==> src/rtl/bcd2bin_pkg.sv <==
// Shared types and constants for the 4-digit BCD to binary converter.
// The optional BCD2BIN_DIGIT_CHECK_EN build uses dig_invalid().
package bcd2bin_pkg;

  typedef enum logic [1:0] {
    IDLE,
    CONV,
    DONE
  } state_t;

  localparam int NUM_DIGITS = 4;
  localparam int BIN_W      = 14;
  localparam int DIG_W      = 4;
  localparam int LAST_IDX   = 3;

  function automatic logic dig_invalid(
    input logic [DIG_W-1:0] d
  );
    return d > 4'd9;
  endfunction

endpackage

==> src/rtl/bcd2bin_mac10.sv <==
// Combinational multiply-by-ten and add step, truncated to BIN_W bits.
// The multiply is built from two shifts to avoid a multiplier.
import bcd2bin_pkg::*;

module bcd_mac10 (
  input  logic [BIN_W-1:0] acc,
  input  logic [DIG_W-1:0] digit,
  output logic [BIN_W-1:0] mac
);

  assign mac = (acc << 3) + (acc << 1) + BIN_W'(digit);

endmodule

==> src/rtl/bcd2bin.sv <==
// Serial 4-digit BCD to 14-bit binary converter, one digit per cycle.
// Define BCD2BIN_DIGIT_CHECK_EN to flag digits above 9 through err.
import bcd2bin_pkg::*;

module bcd2bin (
  input  logic             clk,
  input  logic             rst_n,
  input  logic             start,
  input  logic [DIG_W-1:0] in0,
  input  logic [DIG_W-1:0] in1,
  input  logic [DIG_W-1:0] in2,
  input  logic [DIG_W-1:0] in3,
  output logic             busy,
  output logic             done,
  output logic [BIN_W-1:0] bin,
  output logic             err
);

  state_t                          state;
  logic [NUM_DIGITS-1:0][DIG_W-1:0] dig;
  logic [1:0]                      cnt;
  logic [BIN_W-1:0]                acc;
  logic [BIN_W-1:0]                acc_nxt;
  logic                            bad;

  bcd_mac10 u_mac (
    .acc   (acc),
    .digit (dig[cnt]),
    .mac   (acc_nxt)
  );

  always_ff @(posedge clk or negedge rst_n) begin
    if (!rst_n) begin
      state <= IDLE;
      dig   <= '0;
      cnt   <= '0;
      acc   <= '0;
      bin   <= '0;
      busy  <= 1'b0;
      done  <= 1'b0;
    end else begin
      done <= 1'b0;
      unique case (state)
        IDLE: begin
          if (start) begin
            dig   <= {in3, in2, in1, in0};
            cnt   <= '0;
            acc   <= '0;
            busy  <= 1'b1;
            state <= CONV;
          end
        end
        CONV: begin
          acc <= acc_nxt;
          cnt <= cnt + 2'd1;
          if (cnt == 2'(LAST_IDX))
            state <= DONE;
        end
        DONE: begin
          bin   <= bad ? '0 : acc;
          done  <= 1'b1;
          busy  <= 1'b0;
          state <= IDLE;
        end
        default: state <= IDLE;
      endcase
    end
  end

`ifdef BCD2BIN_DIGIT_CHECK_EN
  always_ff @(posedge clk or negedge rst_n) begin
    if (!rst_n) begin
      bad <= 1'b0;
      err <= 1'b0;
    end else begin
      unique case (state)
        IDLE:    if (start) bad <= 1'b0;
        CONV:    bad <= bad | dig_invalid(dig[cnt]);
        DONE:    err <= bad;
        default: bad <= 1'b0;
      endcase
    end
  end
`else
  assign bad = 1'b0;
  assign err = 1'b0;
`endif

endmodule

==> config.mk <==
export PLATFORM = sky130hd
export DESIGN_NAME = bcd2bin
export DESIGN_NICKNAME = d
export VERILOG_FILES = /design/src/rtl/bcd2bin_pkg.sv /design/src/rtl/bcd2bin_mac10.sv /design/src/rtl/bcd2bin.sv
export SDC_FILE = /design/constraint.sdc
export NUM_CORES = 1
export LEC_CHECK = 0
export CORE_MARGIN = 2
export CORE_UTILIZATION = 30
export CTS_BUF_LIST = sky130_fd_sc_hd__clkbuf_4 sky130_fd_sc_hd__clkbuf_8
export CTS_CLUSTER_SIZE = 14
export DETAILED_ROUTE_END_ITERATION = 16
export PLACE_DENSITY = 0.58
export SLEW_MARGIN = 0
export SYNTH_ARGS = -nofsm -noshare
export SYNTH_HDL_FRONTEND = slang
export SYNTH_SLANG_ARGS = --single-unit
==> constraint.sdc <==
create_clock -name clk -period 4.1 [get_ports clk]
set_input_delay 0.82 -clock clk [delete_from_list [all_inputs] [get_ports clk]]
set_output_delay 0.82 -clock clk [all_outputs]
set_load 0.03 [all_outputs]
==> metrics.txt <==
largest area contributor in the netlist dfrtp_1; endpoint class of the critical path register; post-layout utilization of the core 37.1%; die extent in x 97.5 µm; wire per inst 13.7 µm; most prevalent standard cell on the critical path ha_1; clock-pin slew on the worst setup and hold paths 100 ps; setup repair after global routing missed its margin no; delay of the slowest critical-path stage about 540 ps; max-slew headroom at the worst pin 49.7%; antenna viol nets, final 0; number of rows created at floorplan 34; aggregate global-route resource usage 11.3%; clock tree skew after final layout 6.36 ps; largest net degree at the start of global routing 51; portion of the post-synthesis area used by sequential elements roughly 48%; # IOs 36; full die area about 0.0095 mm²; Async S/R FF share, synth between 90% and 100%; count of filler cells inserted in the layout 860; Max Slew Vio Count 0; placed wire-length estimate 3.63 mm; Synth Register Bits 50; average cell area after synthesis about 12 µm²; final setup violation count 0; number of antenna repair diodes 0; WP data required 4300 ps; average via count per standard cell around 4.9; peak clock frequency supported by timing 298 MHz; Initial Utilization 30.5%; Total Routed Length 4.95 mm; DP Area between 0.003 and 0.004 mm²; core region area 0.00859 mm²; Min-Delay Path Class reg2reg; number of DRC violations after detailed routing 0; maximum buffer depth of the clock tree 2; Critical Setup Path Class reg2reg; count of hold buffers inserted by post-cts repair 0; largest fanout on the critical path 7; most common cell in the netlist dfrtp_1; Resized Gates After CTS 0; placer's final routability congestion estimate a little under 0.8; overall via count from detail_route around 1.8k; number of maximum-capacitance constraint violations 0; synth warn 0; Num CTS Buffers 5; Area Growth Syn to Fin 21.7%; Clock H-tree levels 2; startpoint type of the worst setup path register; Synth top area share 47.7%; result of the run complete, no violations; 1st-pass router iterations 4; Worst Max-Slew Pin Slew 755 ps; first-pass GRT wire length 8.85 mm; clock sink count 50; post-route setup TNS 0 ps; First DRT Iteration DRCs 58; synthesized area 0.00262 mm²; final instance area 0.00319 mm²; cell at the root of the clock tree clkbuf_8; antenna violations before repair 0; TritonCTS clock tree built; largest cells by area after synthesis dfrtp_1 (48%), mux2_2 (12%), ha_1 (11%), mux4_2 (3.4%), nand2_1 (3.0%); final net count 295; grt ovf 0; via count of the first global-routing pass 1847; count of input and output buffers 34; chip height 97.5 µm; final critical-path required period 3350 ps; gate count after technology mapping 217; Synth Net Count 261; share of layout cells above drive strength 1 19.4%; CP cell instances mux4_2 > ha_1 > ha_1 > fa_1 > a21o_1 > a311oi_2 > nor4_1 > or3_1 > a32o_1; postcts setup bufs 0; final hold viol count 0; count of cell types in the netlist ~40; leading register cell type out of synthesis dfrtp_1; top cells by count, synth dfrtp_1 (50), mux2_2 (28), ha_1 (23); signal arrival time at the worst endpoint 3550 ps; Slowest-stage cell, CP mux4_2; number of flops mapped to enable cells by yosys 0; Final Cycle Share 81.7%; Skew-Pair Late Insertion Delay 300 ps
-- layout make-up --
cell class | instances | area [µm²] | area share, %
multi-input cells | 148 | 1300 | 40.7
flip-flops and latches | 50 | 1250 | 39.2
repair buffers | 37 | 358 | 11.2
well taps | 108 | 135 | 4.24
clock buffers | 5 | 68.8 | 2.16
clock inverters | 3 | 45.0 | 1.41
inverters | 9 | 33.8 | 1.06
-- layout by cell type (no fill, tap or decap), types with 2 or more instances in the layout --
cell             count
ha_1                23
nand2_1             21
o21bai_1             2
clkinvlp_4           2
xor2_1               2
mux4_2               4
or4_1                2
o22ai_1              5
clkbuf_8             5
inv_1                9
or3_1                2
clkdlybuf4s50_1     33
a21o_1               4
dfrtp_1             50
a211oi_1             2
nand4_1              3
a21oi_1              7
nor2_1               3
buf_4                3
xnor2_1              6
fa_1                 2
o31ai_1              3
o21ai_0             12
mux2_2              28
-- flip-flops by register name, summed over array words and instances (netlist names) --
name / count
busy: 1
bin: 14
done: 1
dig: 16
acc: 14
state: 2
cnt: 2
-- cells by family (layout without fill, tap and decap cells) --
| logic type | Yosys count | count (layout) | synth area share [%] |
|---|---|---|---|
| AO/OA/AOI/OAI | 43 | 43 | 11.5 |
| AND/OR/NAND/NOR | 39 | 39 | 7.11 |
| buffers and inverters | 19 | 54 | 2.91 |
| adder cells (fa/ha/maj) | 25 | 25 | 12.5 |
| multiplexers | 32 | 32 | 15.5 |
| other | 1 | 1 | 0.143 |
| flip-flops | 50 | 50 | 47.7 |
| XOR/XNOR | 8 | 8 | 2.67 |
-- worst max-delay path, delay by kind of cell, from the launching register on --
kind            cells  cell delay [ps]
fa+ha+maj           3              940
compound gates      3              820
mux                 1              540
flops               1              530
simple gates        2              410
-- worst paths after layout --
path	start	to	slack (ps)	cells past startpoint
setup / recovery	cnt[0]$_DFFE_PN0P_	acc[12]$_DFFE_PN0P_	750	9
hold / removal	bin[2]$_DFFE_PN0P_	bin[2]$_DFFE_PN0P_	490	2
setup reg to reg	cnt[0]$_DFFE_PN0P_	acc[12]$_DFFE_PN0P_	750	9
hold reg to reg	bin[2]$_DFFE_PN0P_	bin[2]$_DFFE_PN0P_	490	2
max in group asynchronous	rst_n	acc[9]$_DFFE_PN0P_	3090	2
min in group asynchronous	rst_n	dig[15]$_DFFE_PN0P_	610	2
-- routing by layer --
metal  vias up  GRT usage [%]  share of wire [%]
li1        853              -                  -
met1       853           14.2                 46
met2        36           19.6                 49
met3         8           2.73                4.1
met4         0           3.21                1.1
met5         -              0                  0
-- stage by stage --
stage	hold WS (ps)	setup slack [ps]	instances
finish	493	748	360
detailed placement	479	726	352
floorplan	475	791	217
global route	531	497	360
global placement	477	815	352
CTS	502	717	360
Power is not shown: default switching activity piles up to over one toggle a cycle in this logic, so the estimate is an artifact.
